==> src/rtl/reg_file_param_if.sv <==
// Read/write bus of the parametrised register file.
// The master drives requests and the write port; the slave returns the read results.
interface reg_file_param_if #(
   parameter int DW = 16,
   parameter int AW = 2
);
   logic          en_in;
   logic          in_ready;
   logic [AW-1:0] rd_addr;
   logic [AW-1:0] rs_addr;
   logic          we;
   logic [AW-1:0] wa;
   logic [DW-1:0] wd;
   logic          en_out;
   logic          out_ready;
   logic [DW-1:0] rd_q;
   logic [DW-1:0] rs_q;

   modport master (
      output en_in, rd_addr, rs_addr, we, wa, wd, out_ready,
      input  in_ready, en_out, rd_q, rs_q
   );

   modport slave (
      input  en_in, rd_addr, rs_addr, we, wa, wd, out_ready,
      output in_ready, en_out, rd_q, rs_q
   );
endinterface

==> src/rtl/reg_file_param.sv <==
// Parametrised GPR file: one write port, two registered read ports behind a
// valid/ready handshake, with optional write bypass and hard-wired zero register.
module reg_file_param #(
   parameter int DW      = 16,
   parameter int NREG    = 4,
   parameter int AW      = 2,
   parameter int BYPASS  = 1,
   parameter int ZERO_R0 = 0
) (
   input logic             clk,
   input logic             rst,
   reg_file_param_if.slave bus
);
   localparam logic [AW:0] NREG_W = (AW+1)'(NREG);

   logic [NREG-1:0][DW-1:0] mem;
   logic [AW-1:0]           wa;
   logic [DW-1:0]           wd;
   logic                    wr_ok;
   logic                    accept;
   logic                    en_r;
   logic [DW-1:0]           rd_r, rs_r, rd_v, rs_v;

   assign wa     = bus.wa;
   assign wd     = bus.wd;
   assign wr_ok  = bus.we && ({1'b0, wa} < NREG_W) && !(ZERO_R0 != 0 && wa == '0);
   assign accept = bus.en_in && bus.in_ready;

   // Read value: out-of-range and the zero register read 0; bypass sees this cycle's write.
   function automatic logic [DW-1:0] rv(input logic [AW-1:0] a);
      rv = '0;
      if (({1'b0, a} < NREG_W) && !(ZERO_R0 != 0 && a == '0)) begin
         if (BYPASS != 0 && wr_ok && wa == a) rv = wd;
         else
            for (int i = 0; i < NREG; i++)
               if (a == AW'(i)) rv = mem[i];
      end
   endfunction

   always_comb begin
      rd_v = rv(bus.rd_addr);
      rs_v = rv(bus.rs_addr);
   end

   always_ff @(posedge clk or posedge rst) begin
      if (rst) mem <= '0;
      else if (wr_ok)
         for (int i = 0; i < NREG; i++)
            if (wa == AW'(i)) mem[i] <= wd;
   end

   // Held results are snapshots; only a new accept replaces them.
   always_ff @(posedge clk or posedge rst) begin
      if (rst) begin
         en_r <= 1'b0;
         rd_r <= '0;
         rs_r <= '0;
      end else if (accept) begin
         en_r <= 1'b1;
         rd_r <= rd_v;
         rs_r <= rs_v;
      end else if (en_r && bus.out_ready) begin
         en_r <= 1'b0;
      end
   end

   assign bus.in_ready = !en_r || bus.out_ready;
   assign bus.en_out   = en_r;
   assign bus.rd_q     = rd_r;
   assign bus.rs_q     = rs_r;
endmodule

==> src/flat_wrapper.sv <==
// flat-port wrapper written by rule: the top's interface ports become plain ports
module reg_file_param_flat 
#(
   parameter int DW      = 16,
   parameter int NREG    = 4,
   parameter int AW      = 2,
   parameter int BYPASS  = 1,
   parameter int ZERO_R0 = 0
)
  (clk, rst, bus_en_in, bus_rd_addr, bus_rs_addr, bus_we, bus_wa, bus_wd, bus_out_ready, bus_in_ready, bus_en_out, bus_rd_q, bus_rs_q);
  reg_file_param_if #(.DW(DW), .AW(AW)) bus_i ();
  input logic clk;
  input logic rst;
  input wire logic [$bits(bus_i.en_in)-1:0] bus_en_in;
  input wire logic [$bits(bus_i.rd_addr)-1:0] bus_rd_addr;
  input wire logic [$bits(bus_i.rs_addr)-1:0] bus_rs_addr;
  input wire logic [$bits(bus_i.we)-1:0] bus_we;
  input wire logic [$bits(bus_i.wa)-1:0] bus_wa;
  input wire logic [$bits(bus_i.wd)-1:0] bus_wd;
  input wire logic [$bits(bus_i.out_ready)-1:0] bus_out_ready;
  output wire logic [$bits(bus_i.in_ready)-1:0] bus_in_ready;
  output wire logic [$bits(bus_i.en_out)-1:0] bus_en_out;
  output wire logic [$bits(bus_i.rd_q)-1:0] bus_rd_q;
  output wire logic [$bits(bus_i.rs_q)-1:0] bus_rs_q;
  assign bus_i.en_in = bus_en_in;
  assign bus_i.rd_addr = bus_rd_addr;
  assign bus_i.rs_addr = bus_rs_addr;
  assign bus_i.we = bus_we;
  assign bus_i.wa = bus_wa;
  assign bus_i.wd = bus_wd;
  assign bus_i.out_ready = bus_out_ready;
  assign bus_in_ready = bus_i.in_ready;
  assign bus_en_out = bus_i.en_out;
  assign bus_rd_q = bus_i.rd_q;
  assign bus_rs_q = bus_i.rs_q;
  reg_file_param #(.DW(DW), .NREG(NREG), .AW(AW), .BYPASS(BYPASS), .ZERO_R0(ZERO_R0)) u_core (.clk(clk), .rst(rst), .bus(bus_i));
endmodule
==> config.mk <==
export PLATFORM = sky130hd
export DESIGN_NAME = reg_file_param_flat
export DESIGN_NICKNAME = d
export VERILOG_FILES = /design/src/rtl/reg_file_param_if.sv /design/src/rtl/reg_file_param.sv /design/src/flat_wrapper.sv
export SDC_FILE = /design/constraint.sdc
export NUM_CORES = 1
export LEC_CHECK = 0
export CAP_MARGIN = 20
export CORE_MARGIN = 2
export CORE_UTILIZATION = 50
export CTS_CLUSTER_SIZE = 25
export DETAILED_ROUTE_END_ITERATION = 7
export PLACE_DENSITY = 0.72
export SKIP_LAST_GASP = 1
export SYNTH_ARGS = -nofsm -noshare
export SYNTH_HDL_FRONTEND = slang
export SYNTH_SLANG_ARGS = --single-unit
==> constraint.sdc <==
create_clock -name clk -period 5.4 [get_ports clk]
set_input_delay 1.08 -clock clk [delete_from_list [all_inputs] [get_ports clk]]
set_output_delay 1.08 -clock clk [all_outputs]
set_load 0.05 [all_outputs]
Yosys cells after proc, flatten, opt, wreduce, memory -nomap -nowiden
Index checks and enable logic that the tools add are counted.

Eq/ne operators: 11. Mux-type cells: 12. Reduce and logical (&&, ||, !) cells: 14.

Operators by type and width (number): $mux 16 (10); $eq 2x2->1 const B (6); $reduce_and 2->1 (4); $eq 2x1->1 const B (3); $logic_not 2->1 (3); $eq 2x2->1 (2); $logic_and 1x1->1 (4); $mux 1 (2); $reduce_bool 2->1 (1); $logic_not 1->1 (1); $logic_or 1x1->1 (1).

Register bits: 97. Input bits: 27. Output and inout port bits: 34.

Depth between registers and ports, before layout
Gate-level depths: netlist (run 1).

Depth in word-level cells: 6. Gate-level depth with buffers: 6. Gate-level depth less buffers: 3.

Worst setup path before layout (run 1)
No wires, ideal clock.

Path kind: input port to output port. Start point: input port bus_out_ready. End point: output port bus_in_ready. Arrival: 1.945 ns. Slack: 2.375 ns. Stages: 3. Path buffers: 2. Cell sequence: nand2b_1 > buf_2 > clkbuf_1.

Word-level cells in the longest chain between the ends: 1.

RTL lines: from (decl) (RTL line flat_wrapper.sv:20) `input wire logic [$bits(bus_i.out_ready)-1:0] bus_out_ready;`; $logic_or 1x1->1 (RTL line reg_file_param.sv:67) `assign bus.in_ready = !en_r || bus.out_ready;`; to (decl) (RTL line flat_wrapper.sv:21) `output wire logic [$bits(bus_i.in_ready)-1:0] bus_in_ready;`.

No other way between the ends.

Final worst setup path (run 1)
Same ends and word-level chain as after synthesis.

==> results of run 1 <==
-- per-stage QoR --
stage          cell area, um^2  cells
2_1_floorplan             5300    379
3_3_place_gp              5840    541
6_report                  6120    558
4_1_cts                   6090    557
5_1_grt                   6120    558
3_5_place_dp              5840    541
-- cell type report --
class / count / share of cell area (%)
Clock buffer: 10 / 2.25
Sequential cell: 97 / 39.7
Tap cell: 136 / 2.78
Inverter: 2 / 0.143
Clock inverter: 6 / 1.88
Timing Repair Buffer: 68 / 11.1
Multi-Input combinational cell: 239 / 42.2
-- cell families after synthesis --
family	Yosys count
buffers and inverters	43
muxes	96
AOI/OAI and AO/OA	96
and+or+nand+nor	39
DFF	97
xor gates and xnor gates	8
-- routing by layer --
metal  track usage [%]  up-vias  part of all wire [%]
met3              4.13       21                   6.9
met4              6.77        0                   1.5
met5                 0        -                     0
met2              33.5      141                    46
li1                  -     1605                     -
met1              29.2     1738                    45
-- path summary, 6_finish.rpt --
| kind | cells past startpoint | from | to | slack [ps] |
|---|---|---|---|---|
| max | 4 | bus_out_ready | bus_in_ready | 1510 |
| min | 1 | u_core.mem[10]$_DFFE_PP0P_ | u_core.mem[10]$_DFFE_PP0P_ | 510 |
| max reg2reg | 4 | u_core.bus.en_out$_DFFE_PP0P_ | u_core.bus.rs_q[2]$_DFFE_PP0P_ | 3400 |
| min reg2reg | 1 | u_core.mem[10]$_DFFE_PP0P_ | u_core.mem[10]$_DFFE_PP0P_ | 510 |
| max in group asynchronous | 3 | rst | u_core.mem[15]$_DFFE_PP0P_ | 3130 |
| min in group asynchronous | 2 | rst | u_core.bus.rs_q[4]$_DFFE_PP0P_ | 1150 |
-- sequential cells by signal, indices dropped and copies added (netlist names) --
| name | count |
|---|---|
| u_core.bus.rd_q | 16 |
| u_core.mem | 64 |
| u_core.bus.en_out | 1 |
| u_core.bus.rs_q | 16 |
-- cells in the final DEF, fill, tap and decap left out, types with 3 or more instances in the layout --
cell	Yosys	final
a21oi_1	32	32
a31oi_1	32	32
buf_4	11	7
bufinv_16	0	3
clkbuf_8	0	10
clkdlybuf4s50_1	0	60
dfrtp_1	97	97
mux2_1	8	8
mux2_2	56	56
mux4_1	21	21
mux4_2	11	11
nand4_1	32	32
o31ai_1	32	32
xnor2_2	4	4
xor2_4	4	4
-- worst max-delay path, stage by stage --
cell             delay (ps)
clkdlybuf4s50_1         450
nand2b_1                 90
buf_4                   320
clkdlybuf4s50_1         870
-- power breakdown --
| part | switching, mW | total, mW | internal (mW) |
|---|---|---|---|
| logic | 0.436 | 0.764 | 0.328 |
| registers | 0.0902 | 0.963 | 0.873 |
| clock network | 0.257 | 0.579 | 0.322 |
==> results.md, run 1 <==
* Status: complete, no violations
* WP data arrival at 2810 ps
* Final period utilization at 72.1%
* #FFs+latches synth at 97
* Worst Clk Skew at just over 9 ps
* Worst-Skew Late Latency at 380 ps
* Max Cap Violations at 0
* Fraction of registers with async set/reset at 100%
* Fin nets at roughly 440
* DR vias at between 3000 and 4000
* Pleak at around 2.4 nW
* Post-synthesis simple-gate area fraction at ~5.4%
* Sequential area share after synthesis at roughly 46%
* Vias in the first global route at around 3500
* Critical path required time at around 4300 ps
* Clock Sinks at 97
* Largest area contributor in the netlist: dfrtp_1
* Root Driver: clkbuf_8
* Syn nets at 406
* Tot Pwr at between 2 and 2.5 mW
* Area delta synth->final at 15.5%
* Post-CTS resize count at 0
* Multiplexer share of the synthesized area at between 20% and 30%
* Worst IR drop on VDD at around 0.19 mV
* Initial core utilization at roughly half
* Global-route wire length before repair at roughly 18000 um
* Cells taking the most area after synthesis: dfrtp_1 46%, mux2_2 12%, mux4_1 10%
* Largest net degree at the start of global routing at 52
* Largest family of logic cells by synthesized area: multiplexers
* Syn avg cell area at between 10 and 15 um^2
* Core Util, Final at slightly below 60%
* Cells after synthesis at between 300 and 400
* Setup TNS at 0 ps
* Final WS setup at approximately 1500 ps
* Worst-path clk slew at 90 ps
* Distinct cells, synth at 23
* Kind of end point of the critical path: primary output
* Hold Slack at 512 ps
* Diodes inserted at 0
* Avg Vias per Cell at 6.28
* Residual DRC count at 0
* Gr usage total at a little over a fifth
* Slew headroom at 32.5%
* Critical path class: in -> out
* Register area at about 2400 um^2
* Compound-gate portion of the synthesized area at around 11%
* Num CTS Buffers at 9
* Initial antenna violation count at 0
* Die ar. at 11400 um^2
* Slew @ Worst Pin at roughly 1000 ps
* Routed WL at ~11000 um
* Avg WL per Cell at approximately 20 um
* Remaining Overflow, GRT at 0
* Main flop type after synthesis: dfrtp_1
* Slew Limit Fails at 0
* Pre-antenna DRT Iters at 4
* Multi-input gate area at 2580 um^2
* RD Place Congestion at approximately 0.85
* Most frequent cell after synthesis: dfrtp_1
* Ports at 61
* Width of the die at 107 um
* Highest net fanout along the worst path at 35
* CTS tree: built
* Iteration-0 DRC Markers at between 200 and 250
* Synth top area share at around 46%
* Post-Place Setup Slack at ~1500 ps
* Min-delay worst type: reg -> reg
* Antenna viol nets, final at 0
* Setup Buffers After CTS at 0
* Port Buffers at 60
* Top cells by count, synth: 97 x dfrtp_1, 56 x mux2_2
* Final setup violation count at 0
* DPL Wire Length at a little under 8000 um
* Final Hold Viols at 0
* CP startpoint kind: input port
* Die Height at about 110 um
* Fill count at 778
* Core Box Area at about 10000 um^2
* Clock Tree Buf Depth at 2
* Syn. warnings at 0
* EDFF count, synth at 0
* Power per cell area at roughly 380 nW/um^2
* Row cnt at 37
* Mapped Area at about 5300 um^2
* RSZ-0062 raised after global routing: false
* Hold_buf cts at 0
* Adder-Cell Fraction of Synth Area at 0%
* Share of cells above drive strength 1 at between 20% and 30%
* Min cycle time layout at just under 4000 ps
* H-tree Lvls at 3
* Fmax at around 260 MHz
* Xor/xnor share of the synthesized area at 3.31%
(Power assumes the default switching activity.)
==> run 2: changes to the inputs <==
--- a/config.mk
+++ b/config.mk
@@ -10,7 +10,7 @@
 export CORE_UTILIZATION = 50
 export CTS_CLUSTER_SIZE = 25
 export DETAILED_ROUTE_END_ITERATION = 7
-export PLACE_DENSITY = 0.72
+export PLACE_DENSITY = 0.75
 export SKIP_LAST_GASP = 1
 export SYNTH_ARGS = -nofsm -noshare
 export SYNTH_HDL_FRONTEND = slang
==> constraint.sdc (replaced) <==
create_clock -name clk -period 3.2 [get_ports clk]
set_input_delay 0.64 -clock clk [delete_from_list [all_inputs] [get_ports clk]]
set_output_delay 0.64 -clock clk [all_outputs]
set_load 0.05 [all_outputs]
==> results.md, run 2 (synthesis gave the netlist of run 1 again) <==
* Slew headroom at 44.8% (+12 points)
* Initial core utilization at 51.3% (unchanged)
* Ports at 61 (unchanged)
* Port Buffers at 60 (unchanged)
* Critical path required time at 2560 ps (-1760 ps)
* Remaining Overflow, GRT at 0 (unchanged)
* Worst IR drop on VDD at 0.265 mV (+38%)
* Min-delay worst type: reg -> reg
* Pint at 2.32 mW (+52%)
* Pleak at 2.39 nW (+0.49%)
* Critical path class: in -> out
* DPL Wire Length at 8350 um (+8.1%)
* Num CTS Buffers at 9 (unchanged)
* Vias in the first global route at 3747 (+6.6%)
* Status: complete, no violations
* Sw frac at 36.6% (+2.6 points)
* CP startpoint kind: input port
* DR vias at 3719 (+6.1%)
* Top delay family on crit path: buffers and inverters
* Most common cell after layout, fill and taps aside: dfrtp_1
* Min cycle time layout at approximately 2400 ps
* Post-CTS resize count at 0 (unchanged)
* RD Place Congestion at 0.873 (+2.3%)
* Cells on worst reg2reg path at 5 (+1)
* CP Cell Sequence: clkdlybuf4s50_1, nand2b_1, buf_4, buf_12
* Largest register FFs at 64 (unchanged)
* Final period utilization at roughly 75%
* Power per cell area at 599 nW/um^2 (+59%)
* Diodes inserted at 0 (unchanged)
* Setup Buffers After CTS at 0 (unchanged)
* Largest Register: u_core.mem
* Largest net degree at the start of global routing at 70 (+35%)
* Seq pwr share at 44.7% (+2.9 points)
* Core Box Area at 10300 um^2 (unchanged)
* Clock Tree Buf Depth at 2 (unchanged)
* Final WS setup at 815 ps (-691 ps)
* Final setup violation count at 0 (unchanged)
* Iteration-0 DRC Markers at 310 (+37%)
* Avg Vias per Cell at 6.55 (+4.2%)
* Hold path depth at 1 (unchanged)
* Fmax at 419 MHz
* Fin nets at 454 (+2.3%)
* H-tree Lvls at 3 (unchanged)
* Setup TNS at 0 ps (unchanged)
* CP max-delay cell: clkdlybuf4s50_1
* Slew Limit Fails at 0 (unchanged)
* Global-route wire length before repair at 19800 um (+7.3%)
* Slew @ Worst Pin at 823 ps (-189 ps)
* Highest net fanout along the worst path at 35 (unchanged)
* Most frequent cells in the layout: 97 x dfrtp_1, 59 x clkdlybuf4s50_1, 56 x mux2_2
* Die Height at 107 um (unchanged)
* Worst Clk Skew at 8.69 ps (-0.471 ps)
* Core Util, Final at 59.2% (about the same)
* Fill count at 763 (-1.9%)
* Worst-Skew Late Latency at 370 ps (about the same)
* RSZ-0062 raised after global routing: false
* Routed WL at 12000 um (+6.0%)
* CTS tree: built
* Max stage delay on crit path at 460 ps (-410 ps)
* Worst-path clk slew at 90 ps (about the same)
* Max Cap Violations at 0 (unchanged)
* Hold_buf cts at 0 (unchanged)
* Comb power frac at 35.6% (+2.5 points)
* Share of cells above drive strength 1 at 26.6% (+1.7 points)
* Die ar. at 11400 um^2 (unchanged)
* Row cnt at 37 (unchanged)
* Kind of end point of the critical path: primary output
* Initial antenna violation count at 0 (unchanged)
* Avg WL per Cell at 21.2 um (+4.1%)
* Post-Place Setup Slack at 488 ps (-1020 ps)
* Area delta synth->final at 15.4% (about the same)
* Clock Sinks at 97 (unchanged)
* Pre-antenna DRT Iters at 5 (+1)
* CP bufs+invs at 3 (unchanged)
* Final Hold Viols at 0 (unchanged)
* Clock Power Share at 19.7% (-5.4 points)
* Critical Path Stages at 4 (unchanged)
* Antenna viol nets, final at 0 (unchanged)
* Width of the die at 107 um (unchanged)
* Gr usage total at 22.7% (+1.7 points)
* NetSw at 1.34 mW (+71%)
* Residual DRC count at 0 (unchanged)
* Root Driver: clkbuf_8
* WP data arrival at 1740 ps (-1070 ps)
## run 2: cell types whose count changed in the layout (fill, tap and decap cells not counted)
| cell | previous run | this run |
|---|---|---|
| buf_12 | 0 | 2 |
| buf_16 | 1 | 0 |
| buf_4 | 7 | 17 |
| bufinv_16 | 3 | 0 |
| clkbuf_1 | 0 | 1 |
| clkbuf_8 | 10 | 9 |
| clkdlybuf4s50_1 | 60 | 59 |
| clkinv_2 | 1 | 3 |
| clkinv_4 | 2 | 0 |
| clkinvlp_4 | 1 | 2 |
| inv_6 | 0 | 2 |
## run 2: worst register-to-register path, stage by stage (launching register included)
cell and delay, ps:
dfrtp_1 390, nand2b_1 80, buf_4 350, and2_1 200, buf_4 310, a31oi_1 150
## run 2: worst paths after layout
kind,start,slack (ps),end
worst max-delay path,bus_out_ready,820,bus_in_ready
worst min-delay path,u_core.mem[13]$_DFFE_PP0P_,520,u_core.mem[13]$_DFFE_PP0P_
worst max register to register,u_core.bus.en_out$_DFFE_PP0P_,1610,u_core.bus.rd_q[1]$_DFFE_PP0P_
worst min register to register,u_core.mem[13]$_DFFE_PP0P_,520,u_core.mem[13]$_DFFE_PP0P_
max in group asynchronous,rst,1890,u_core.mem[28]$_DFFE_PP0P_
min in group asynchronous,rst,590,u_core.bus.rs_q[4]$_DFFE_PP0P_
## run 2: through the flow
step	hold slack [ps]	total power [mW]	cells	instance area (um^2)
floorplan	465	2.55	379	5300
global placement	482	2.91	552	5950
detailed placement	496	2.96	552	5950
CTS	518	3.68	568	6120
global route	539	3.84	568	6120
finish	516	3.66	568	6120
## run 2: cell type report
class	count	area [um^2]	share of cell area, %
clock buffer	10	128	2.09
clock inverter	6	42.5	0.696
inverter	2	8.76	0.143
multi-input combinational	239	2580	42.2
sequential	97	2430	39.7
tap	136	170	2.78
timing repair buffer	78	758	12.4
## run 2: power groups by stage
| stage | clock [mW] | combinational [mW] | sequential, mW |
|---|---|---|---|
| 2_1_floorplan | 0 | 0.601 | 1.94 |
| 3_3_place_gp | 0 | 1.28 | 1.63 |
| 3_5_place_dp | 0 | 1.30 | 1.65 |
| 4_1_cts | 0.740 | 1.30 | 1.63 |
| 5_1_grt | 0.790 | 1.38 | 1.67 |
| 6_report | 0.722 | 1.30 | 1.63 |
## run 2: layer usage
layer / wire length (um) / part of all wire (%) / GRT usage [%]
met5: 0 / 0 / 0
met2: 5860 / 49 / 36.0
met4: 212 / 1.8 / 8.35
met3: 936 / 7.8 / 5.29
met1: 5040 / 42 / 30.6
==> edit (flow settings as in run 2) <==
`BYPASS` is set to 1 in 2 places; all go to 0.
--- a/src/rtl/reg_file_param.sv
+++ b/src/rtl/reg_file_param.sv
@@ -5,5 +5,5 @@
    parameter int NREG    = 4,
    parameter int AW      = 2,
-   parameter int BYPASS  = 1,
+   parameter int BYPASS  = 0,
    parameter int ZERO_R0 = 0
 ) (
--- a/src/flat_wrapper.sv
+++ b/src/flat_wrapper.sv
@@ -5,5 +5,5 @@
    parameter int NREG    = 4,
    parameter int AW      = 2,
-   parameter int BYPASS  = 1,
+   parameter int BYPASS  = 0,
    parameter int ZERO_R0 = 0
 )
Check against the original RTL: not equivalent (a bounded check fails within 4 cycles, from zero or initial values and one cycle with rst high).
==> edit against run 2 <==
  * Maximum frequency is 11% lower
  * Routed wire length is 32% lower
  * Sequential cell count stayed put
  * Setup slack worse by 0.29 ns
  * Largest cell class is now flip-flops and latches
  * Global-route usage is 4.4 points lower
  * Final area is 11% lower
  * Synthesized cell count is 35% lower
  * Clock skew is 0.0025 ns higher
  * Total power is 6.4% higher
  * Synthesized area is 16% lower
==> edit: results (changes against run 2) <==
Status
  • Outcome: finished, final reports clean

Clock network
  • Clk slew on worst S/H paths: 0.09 ns (about the same)
  • Max Root-Sink Buffers: 2 (unchanged)
  • Clock root cell: clkbuf_8
  • Worst-Skew Late Latency: 0.36 ns
  • Post_cts resized: 0 (unchanged)
  • H-tree Lvls: 3 (unchanged)
  • TritonCTS Buffers: 9 (unchanged)

Critical path
  • Reg-to-reg slack, setup: 1.78 ns (+0.17 ns)
  • Worst path arrival time: 2.03 ns (+0.29 ns)
  • FF-to-FF path depth: 4 (-1)
  • CP peak stage delay: 0.81 ns (+0.35 ns)
  • RR Endpoint: u_core.bus.rs_q[9]
  • CP endpoint: bus_in_ready
  • Crit. Startpoint: bus_out_ready
  • Slowest CP cell: clkdlybuf4s50_1
  • CP Max Fanout: 3 (-91%)
  • R2r startpoint: u_core.bus.en_out
  • Worst path top cell family by delay: buffers and inverters

Global route
  • Initial antenna violation count: 0 (unchanged)
  • Total track usage: 18.3% (-4.4 points)
  • Largest net degree at the start of global routing: 55 (-21%)
  • Vias in the first global route: 2657 (-29%)
  • Global-route wire length before repair: 13600 microns (-31%)
  • M1 GR Usage: 23.2% (-7.4 points)
  • Met3 Use GR: 3.83% (-1.5 points)
  • Met2 usage: 31.4% (-4.6 points)

Power
  • P_leak: 2.27 nW (-5.0%)
  • VDD IR-drop max: 0.264 mV (-0.26%)

Logic synthesis
  • Async set-reset flop share out of synthesis: 100% (unchanged)
  • Synth cell count leaders: dfrtp_1 (97), mux2_2 (93), mux4_1 (20), mux4_2 (12), buf_2 (10)
  • Syn Nets: 275 (-32%)
  • Post-synthesis sequential area ratio: 54.2% (+8.4 points)
  • Post-Synthesis Cells: 248 (-35%)
  • Yosys Warn Count: 0 (unchanged)
  • Synth unique cells: 15 (-35%)
  • Most area-consuming cells after synthesis: dfrtp_1 (54%), mux2_2 (23%), mux4_1 (12%)

Placement
  • Final RePlAce weighted congestion: 0.722 (-17%)
  • Placed insts: 414 (-25%)
  • Placed inst area: 5200 sq um (-12%)
  • Dpl hpwl: 5310 microns (-36%)
  • PortBufs: 60 (unchanged)
  • Place WS: 0.514 ns (+0.0257 ns)

Finish
  • Fraction of layout cells with a size suffix above 1: 42.2% (+16 points)
  • Biggest register: u_core.mem
  • Final nets: 344 (-24%)
  • Antenna diode count: 0 (unchanged)
  • Non-filler cells in the finished layout: 430 (-24%)
  • Fill cell count: 625 (-18%)
  • Largest register FFs: 64 (unchanged)

Timing
  • Hold WS: 0.509 ns (-0.00658 ns)
  • Final WS setup: 0.526 ns (-0.289 ns)
  • Clock Skew: 0.0112 ns (+0.00248 ns)
  • Max_slew headroom: 54.7% (+9.9 points)

Route
  • Via count: 2467 (-34%)
  • Router iterations before antenna repair: 4 (-1)
  • DR DRC count: 0 (unchanged)
  • Initial DRC count: 49 (-84%)
  • Total Wirelength: 8170 microns (-32%)

Hold path
  • HP Class: flip-flop to flip-flop
[edit: kinds of logic after synthesis]
family                 share of synthesized area, %
and+or+nand+nor                                1.09
DFF                                            54.2
muxes                                          41.9
buffers and inverters                          2.77
[edit: cell type report]
type	instances	area, sq um	share of cell area, %
Clock buffer	9	124	2.28
Clock inverter	7	95.1	1.75
Inverter	1	6.26	0.115
Multi-Input combinational cell	135	1930	35.5
Sequential cell	97	2430	44.8
Tap cell	108	135	2.49
Timing Repair Buffer	73	711	13.1
[edit: worst min-delay path by stage]
stage,from,to,cells past startpoint
2_1_floorplan,u_core.mem[13],u_core.mem[13],1
3_3_place_gp,u_core.mem[15],u_core.mem[15],1
6_report,u_core.bus.rs_q[6],u_core.bus.rs_q[6],1
4_1_cts,u_core.bus.rd_q[0],u_core.bus.rd_q[0],1
5_1_grt,u_core.bus.rd_q[7],u_core.bus.rd_q[7],1
3_5_place_dp,u_core.mem[14],u_core.mem[14],1
[edit: worst register-to-register path: cells and delay by family (launching register included)]
kind,cells,cell delay (ns)
buffers and inverters,1,0.39
multiplexers,1,0.41
AND/OR/NAND/NOR,2,0.16
flip-flops,1,0.35
[edit: per-layer routing]
metal	routed length [microns]	vias up	part of all wire, %
li1	-	1103	-
met1	3550	1313	43
met2	4310	45	53
met3	242	6	3.0
met4	74	0	0.91
met5	0	-	0
[edit: power by group]
| group | switching, mW | internal [mW] |
|---|---|---|
| clock network | 0.413 | 0.440 |
| logic | 0.733 | 0.624 |
| registers | 0.169 | 1.52 |
| total | 1.31 | 2.58 |
